File: config.mk
export PLATFORM = sky130hd
export DESIGN_NAME = bus_uart_tx
export DESIGN_NICKNAME = d
export VERILOG_FILES = /design/src/rtl/bus_uart_tx.sv
export SDC_FILE = /design/constraint.sdc
export NUM_CORES = 1
export LEC_CHECK = 0
export ABC_AREA = 1
export BUFFER_PORTS_ARGS = -buffer_cell sky130_fd_sc_hd__buf_2
export CORE_MARGIN = 2
export CORE_UTILIZATION = 55
export CTS_CLUSTER_SIZE = 8
export DETAILED_ROUTE_END_ITERATION = 7
export PLACE_DENSITY_LB_ADDON = 0.15
export SYNTH_ARGS = -nofsm -noshare
export SYNTH_HDL_FRONTEND = slang
export SYNTH_SLANG_ARGS = --single-unit
export TNS_END_PERCENT = 1
File: constraint.sdc
create_clock -name clk_i -period 3.7 [get_ports clk_i]
set_input_delay 0.37 -clock clk_i [delete_from_list [all_inputs] [get_ports clk_i]]
set_output_delay 0.37 -clock clk_i [all_outputs]
set_load 0.02 [all_outputs]
File: src/rtl/bus_uart_tx.sv
// bus_uart_tx: memory-mapped UART transmitter on a req/gnt/rvalid data bus.
// A byte FIFO feeds a baud generator and a frame FSM that drives tx_o.
// Define BUS_UART_TX_PARITY_EN to add a parity bit (8E1/8O1 frames); the
// default build sends 8N1 frames and CTRL bit1 reads as 0.
module bus_uart_tx #(
  parameter int ClkFreq   = 50000000,
  parameter int BaudRate  = 115200,
  parameter int FifoDepth = 8
) (
  input  logic        clk_i,
  input  logic        rst_i,
  input  logic        req_i,
  output logic        gnt_o,
  output logic        rvalid_o,
  input  logic        we_i,
  input  logic [3:0]  be_i,
  input  logic [31:0] addr_i,
  input  logic [31:0] wdata_i,
  output logic [31:0] rdata_o,
  output logic        err_o,
  output logic        tx_o,
  output logic        irq_o
);

  localparam int Divisor = ClkFreq / BaudRate;
  localparam int CntW    = (Divisor > 2) ? $clog2(Divisor) : 1;
  localparam logic [CntW-1:0] CntMax = CntW'(Divisor - 1);
  localparam int AW      = $clog2(FifoDepth);
  localparam int PtrW    = AW + 1;

  typedef enum logic [2:0] {
    S_IDLE,
    S_START,
    S_DATA,
`ifdef BUS_UART_TX_PARITY_EN
    S_PARITY,
`endif
    S_STOP
  } state_t;

  logic [7:0]      r_mem [FifoDepth];
  logic [PtrW-1:0] r_wrPtr, r_rdPtr;
  state_t          r_state;
  logic [CntW-1:0] r_baudCnt;
  logic [2:0]      r_bitIdx;
  logic [7:0]      r_shift;
  logic            r_tx;
  logic            r_irqEn;
  logic            r_irq;
  logic            r_rvalid;
  logic [31:0]     r_rdata;
  logic            r_err;

  logic [PtrW-1:0] w_count;
  logic [31:0]     w_countWide;
  logic [3:0]      w_level;
  logic            w_full, w_empty, w_busy;
  logic [1:0]      w_sel;
  logic            w_txWrite, w_accept, w_push, w_pop, w_ctrlWrite;
  logic            w_tick;
  logic [7:0]      w_head;
  logic            w_irqEnNext;
  logic            w_parityOdd;
  logic [31:0]     w_rdata;
  logic            w_err;
  logic            w_unused;

  assign w_count     = r_wrPtr - r_rdPtr;
  assign w_countWide = 32'(w_count);
  assign w_level     = (w_countWide > 32'd15) ? 4'hF : w_countWide[3:0];
  assign w_full      = (w_count == PtrW'(FifoDepth));
  assign w_empty     = (w_count == '0);
  assign w_busy      = (r_state != S_IDLE);
  assign w_head      = r_mem[r_rdPtr[AW-1:0]];

  // A TXDATA push into a full FIFO is held off by withholding the grant.
  assign w_sel       = addr_i[3:2];
  assign w_txWrite   = req_i & we_i & (w_sel == 2'd0) & be_i[0];
  assign gnt_o       = req_i & ~(w_txWrite & w_full);
  assign w_accept    = req_i & gnt_o;
  assign w_push      = w_accept & w_txWrite;
  assign w_ctrlWrite = w_accept & we_i & (w_sel == 2'd2) & be_i[0];
  assign w_irqEnNext = w_ctrlWrite ? wdata_i[0] : r_irqEn;

  assign w_tick = (r_baudCnt == CntMax);
  assign w_pop  = ~w_empty & ((r_state == S_IDLE) | ((r_state == S_STOP) & w_tick));

`ifdef BUS_UART_TX_PARITY_EN
  logic r_parityOdd;
  logic r_parityBit;
  assign w_parityOdd = r_parityOdd;
`else
  assign w_parityOdd = 1'b0;
`endif

  assign w_unused = ^{addr_i[31:4], addr_i[1:0], be_i[3:1], wdata_i[31:8]};

  // Read-data and error decode for the addressed register.
  always_comb begin
    w_rdata = '0;
    w_err   = 1'b0;
    case (w_sel)
      2'd1:    w_rdata = {20'b0, w_level, 5'b0, w_busy, w_empty, w_full};
      2'd2:    w_rdata = {30'b0, w_parityOdd, r_irqEn};
      2'd3:    w_err   = 1'b1;
      default: w_rdata = '0;
    endcase
    if (we_i) w_rdata = '0;
  end

  // Registered bus response, one cycle after each accepted request.
  always_ff @(posedge clk_i or posedge rst_i) begin
    if (rst_i) begin
      r_rvalid <= 1'b0;
      r_rdata  <= '0;
      r_err    <= 1'b0;
    end else begin
      r_rvalid <= w_accept;
      r_rdata  <= w_accept ? w_rdata : '0;
      r_err    <= w_accept & w_err;
    end
  end

  // Control register and the level interrupt (uses the new irq_en immediately).
  always_ff @(posedge clk_i or posedge rst_i) begin
    if (rst_i) begin
      r_irqEn <= 1'b0;
      r_irq   <= 1'b0;
`ifdef BUS_UART_TX_PARITY_EN
      r_parityOdd <= 1'b0;
`endif
    end else begin
      r_irqEn <= w_irqEnNext;
      r_irq   <= w_irqEnNext & w_empty & ~w_busy;
`ifdef BUS_UART_TX_PARITY_EN
      if (w_ctrlWrite) r_parityOdd <= wdata_i[1];
`endif
    end
  end

  // FIFO storage; contents need no reset because the pointers define validity.
  always_ff @(posedge clk_i) begin
    if (w_push) r_mem[r_wrPtr[AW-1:0]] <= wdata_i[7:0];
  end

  // FIFO pointers, emptied on reset.
  always_ff @(posedge clk_i or posedge rst_i) begin
    if (rst_i) begin
      r_wrPtr <= '0;
      r_rdPtr <= '0;
    end else begin
      if (w_push) r_wrPtr <= r_wrPtr + 1'b1;
      if (w_pop)  r_rdPtr <= r_rdPtr + 1'b1;
    end
  end

  // Frame FSM with baud counter; tx_o is registered and idles high.
  always_ff @(posedge clk_i or posedge rst_i) begin
    if (rst_i) begin
      r_state   <= S_IDLE;
      r_baudCnt <= '0;
      r_bitIdx  <= '0;
      r_shift   <= '0;
      r_tx      <= 1'b1;
`ifdef BUS_UART_TX_PARITY_EN
      r_parityBit <= 1'b0;
`endif
    end else begin
      if (r_state != S_IDLE) r_baudCnt <= w_tick ? '0 : r_baudCnt + 1'b1;
      case (r_state)
        S_IDLE: begin
          r_tx <= 1'b1;
          if (w_pop) begin
            r_state   <= S_START;
            r_baudCnt <= '0;
            r_shift   <= w_head;
            r_tx      <= 1'b0;
`ifdef BUS_UART_TX_PARITY_EN
            r_parityBit <= (^w_head) ^ r_parityOdd;
`endif
          end
        end
        S_START: begin
          if (w_tick) begin
            r_state  <= S_DATA;
            r_bitIdx <= '0;
            r_tx     <= r_shift[0];
          end
        end
        S_DATA: begin
          if (w_tick) begin
            if (r_bitIdx == 3'd7) begin
`ifdef BUS_UART_TX_PARITY_EN
              r_state <= S_PARITY;
              r_tx    <= r_parityBit;
`else
              r_state <= S_STOP;
              r_tx    <= 1'b1;
`endif
            end else begin
              r_shift  <= r_shift >> 1;
              r_tx     <= r_shift[1];
              r_bitIdx <= r_bitIdx + 1'b1;
            end
          end
        end
`ifdef BUS_UART_TX_PARITY_EN
        S_PARITY: begin
          if (w_tick) begin
            r_state <= S_STOP;
            r_tx    <= 1'b1;
          end
        end
`endif
        S_STOP: begin
          if (w_tick) begin
            if (w_pop) begin
              r_state   <= S_START;
              r_baudCnt <= '0;
              r_shift   <= w_head;
              r_tx      <= 1'b0;
`ifdef BUS_UART_TX_PARITY_EN
              r_parityBit <= (^w_head) ^ r_parityOdd;
`endif
            end else begin
              r_state <= S_IDLE;
              r_tx    <= 1'b1;
            end
          end
        end
        default: begin
          r_state <= S_IDLE;
          r_tx    <= 1'b1;
        end
      endcase
    end
  end

  assign rvalid_o = r_rvalid;
  assign rdata_o  = r_rdata;
  assign err_o    = r_err;
  assign tx_o     = r_tx;
  assign irq_o    = r_irq;

endmodule
==> impl_metrics.toml <==
[drt]
totalWireLength_um = 9436
dr.pass1.iters = 4
viasPerCell = 5.161
drt_iter0_drc = 188
vias = 3334
avgRoutedWirePerCell_um = 14.61
drc = 0
ant_nets = 0

[global_routing]
grt_use_total = 0.2032
antenna_found_initial = 0
grt_max_degree = 43
first_global_vias = 3189
overflow = 0
grt_first_pass_wirelength_um = 15530

[timing]
hold_viol = 0
worst_pin_slew_ns = 1.023
rsz0062_at_grt = "no"
max_freq_mhz = 331.7
final.setup.worst_slack_ns = 0.6849
timing.final.crit_share = 0.8149
slew_viol_final = 0
slew-limit-headroom = 0.3170
skew_ns = 0.007076
setup_viol = 0
finalSetupTns_ns = 0
timing.final.crit_period_ns = 3.015

[placement]
place_ws_ns = 0.9401
gp_congestion = 0.7753
port_buffers = 26
dpl.hpwl_um = 6266

[floorplanning]
die_w_um = 100.3
ios = 109
die_area_sq_um = 10060
row_count = 35
initial_core_util = 0.5599
die_h_um = 100.3
core_area_sq_um = 9109

[finish]
area_growth_pct = 7.605
utilization = 0.6025
num_antenna_cells = 0
nFillCells = 777
drive_gt1_frac = 0.1495
nNetsFinal = 620

[power]
ir_worst_vdd_uv = 227.3
p_per_area_nw_per_um2 = 426.0
leakage_nw = 2.427

[logic_synthesis]
synthesis.area_sq_um = 5100
synthFlopType = "edfxtp_1"
synth_edf_count = 64
synth_warnings = 0
yosysUniqueCellTypes = 38
synthCells = 494
ys_seq_area_frac = 0.5832
synth_seq_cells = 106
syn_avg_cell_area_sq_um = 10.32
async_reset_ff_frac = 0.3962

[cts]
clk_latency_ns = 0.36
cts_buffers = 9
clock_path_buffers = 2
cts.sinks = 106
cts_root_buf = "clkbuf_8"
cts_max_level = 3
ctsResizeCount = 0
cts_hold_buf = 0
cts_setup_buffers = 0
clk_pin_slew_ns = 0.10
tritoncts = "done"

[setup_path]
worstSetupPathType = "register to output pin"
crit_path_end_kind = "output pin"
critPathMaxFanout = 7
arrival_ns = 2.65
start_kind = "register"
cp.required_ns = 3.33

[status]
status = "complete, no violations"

[job]
max_cap_viol_count = 0

[worst_hold_path]
hp-class = "input pin to asynchronous set/reset pin"
==> cells by family after synthesis <==
family                     Yosys count  synth area share
and+or+nand+nor                    239            0.2193
xor gates and xnor gates            15           0.02576
buffers and inverters               78           0.07949
other                                1         0.0007353
DFF                                106            0.5832
AOI/OAI and AO/OA                   37           0.04588
adders and majority gates           18           0.04563
==> Yosys cell counts (3+ instances only) <==
library cell	n	share of area
nor3_1	9	0.0088
edfxtp_1	64	0.38
a21oi_1	6	0.0059
clkbuf_1	6	0.0044
a31oi_1	8	0.0098
nand3_1	60	0.059
nand2_2	4	0.0049
dfrtp_1	41	0.20
ha_1	17	0.042
buf_2	6	0.0059
nand2_1	104	0.077
nand4_1	3	0.0037
xor2_1	13	0.022
nand2_4	4	0.0088
nand3_2	3	0.0059
buf_4	26	0.038
nor2_1	43	0.032
inv_1	37	0.027
o21ai_0	14	0.014
==> where the power goes <==
group / switching (mW) / internal, mW / leakage (nW) / total, mW
Clock: 0.407 / 0.257 / 0.0942 / 0.664
Sequential: 0.0381 / 1.29 / 1.10 / 1.33
Combinational: 0.242 / 0.104 / 1.23 / 0.346
Total: 0.687 / 1.65 / 2.43 / 2.34
==> stage by stage <==
step,total power [mW],hold WS (ns),cells,cell area [sq um]
after floorplan,1.635,0.4489,518,5190
after global placement,1.689,0.4658,630,5305
after detailed placement,1.701,0.4692,630,5305
after CTS,2.362,0.1318,646,5488
after global routing,2.460,0.1610,646,5488
final,2.338,0.1230,646,5488
==> registers in the layout, summed over array words and instances (netlist names), 2 cells and up <==
register / cells
r_mem: 64
r_baudCnt: 9
r_shift: 8
rdata_o: 7
r_rdPtr: 4
r_wrPtr: 4
r_bitIdx: 3
r_state: 2
==> layout make-up <==
type	instances	area [sq um]	share of cell area
Timing Repair Buffer	40	235.2	0.04286
Clock inverter	7	58.81	0.01072
Inverter	39	146.4	0.02668
Clock buffer	9	123.9	0.02257
Multi-Input combinational cell	334	1810	0.3299
Sequential cell	106	2974	0.5420
Tap cell	111	138.9	0.02531
==> worst max-delay path: stages (launching register included) <==
cell and delay, ns:
dfrtp_1 0.49, inv_1 0.17, ha_1 0.23, inv_1 0.10, fa_1 0.42, inv_1 0.08
nand2_1 0.08, nor2_4 0.22, nand3_2 0.14, nand2_1 0.12, inv_1 0.08, buf_2 0.16
==> path summary, 6_finish.rpt <==
check | slack (ns) | to | depth (start not counted) | startpoint
max | 0.68 | gnt_o | 11 | r_wrPtr[0]
min | 0.12 | r_rdPtr[3] | 3 | rst_i
max reg2reg | 0.93 | r_mem[4][1] | 10 | r_wrPtr[0]
min reg2reg | 0.49 | r_shift[3] | 2 | r_shift[3]
max in group asynchronous | 3.20 | tx_o | 3 | rst_i
min in group clk_i | 0.27 | r_mem[0][3] | 1 | wdata_i[3]
==> layout by cell type (no fill, tap or decap), types with 3 or more instances in the layout <==
cell / instances
a21oi_1: 6
a31oi_1: 8
buf_2: 26
buf_4: 14
clkbuf_8: 9
conb_1: 25
dfrtp_1: 41
edfxtp_1: 64
ha_1: 17
inv_1: 36
inv_6: 3
nand2_1: 104
nand2_2: 4
nand2_4: 4
nand3_1: 60
nand3_2: 3
nand4_1: 3
nor2_1: 43
nor3_1: 9
o21ai_0: 14
xor2_1: 13
==> metal layers <==
layer | share of wire | track usage | vias up
met5 | 0 | 0 | -
met1 | 0.45 | 0.2690 | 1563
met3 | 0.055 | 0.04109 | 10
met2 | 0.49 | 0.3387 | 83
met4 | 0.010 | 0.06533 | 0
li1 | - | - | 1678
No activity file was read; power rests on OpenSTA's default activity.
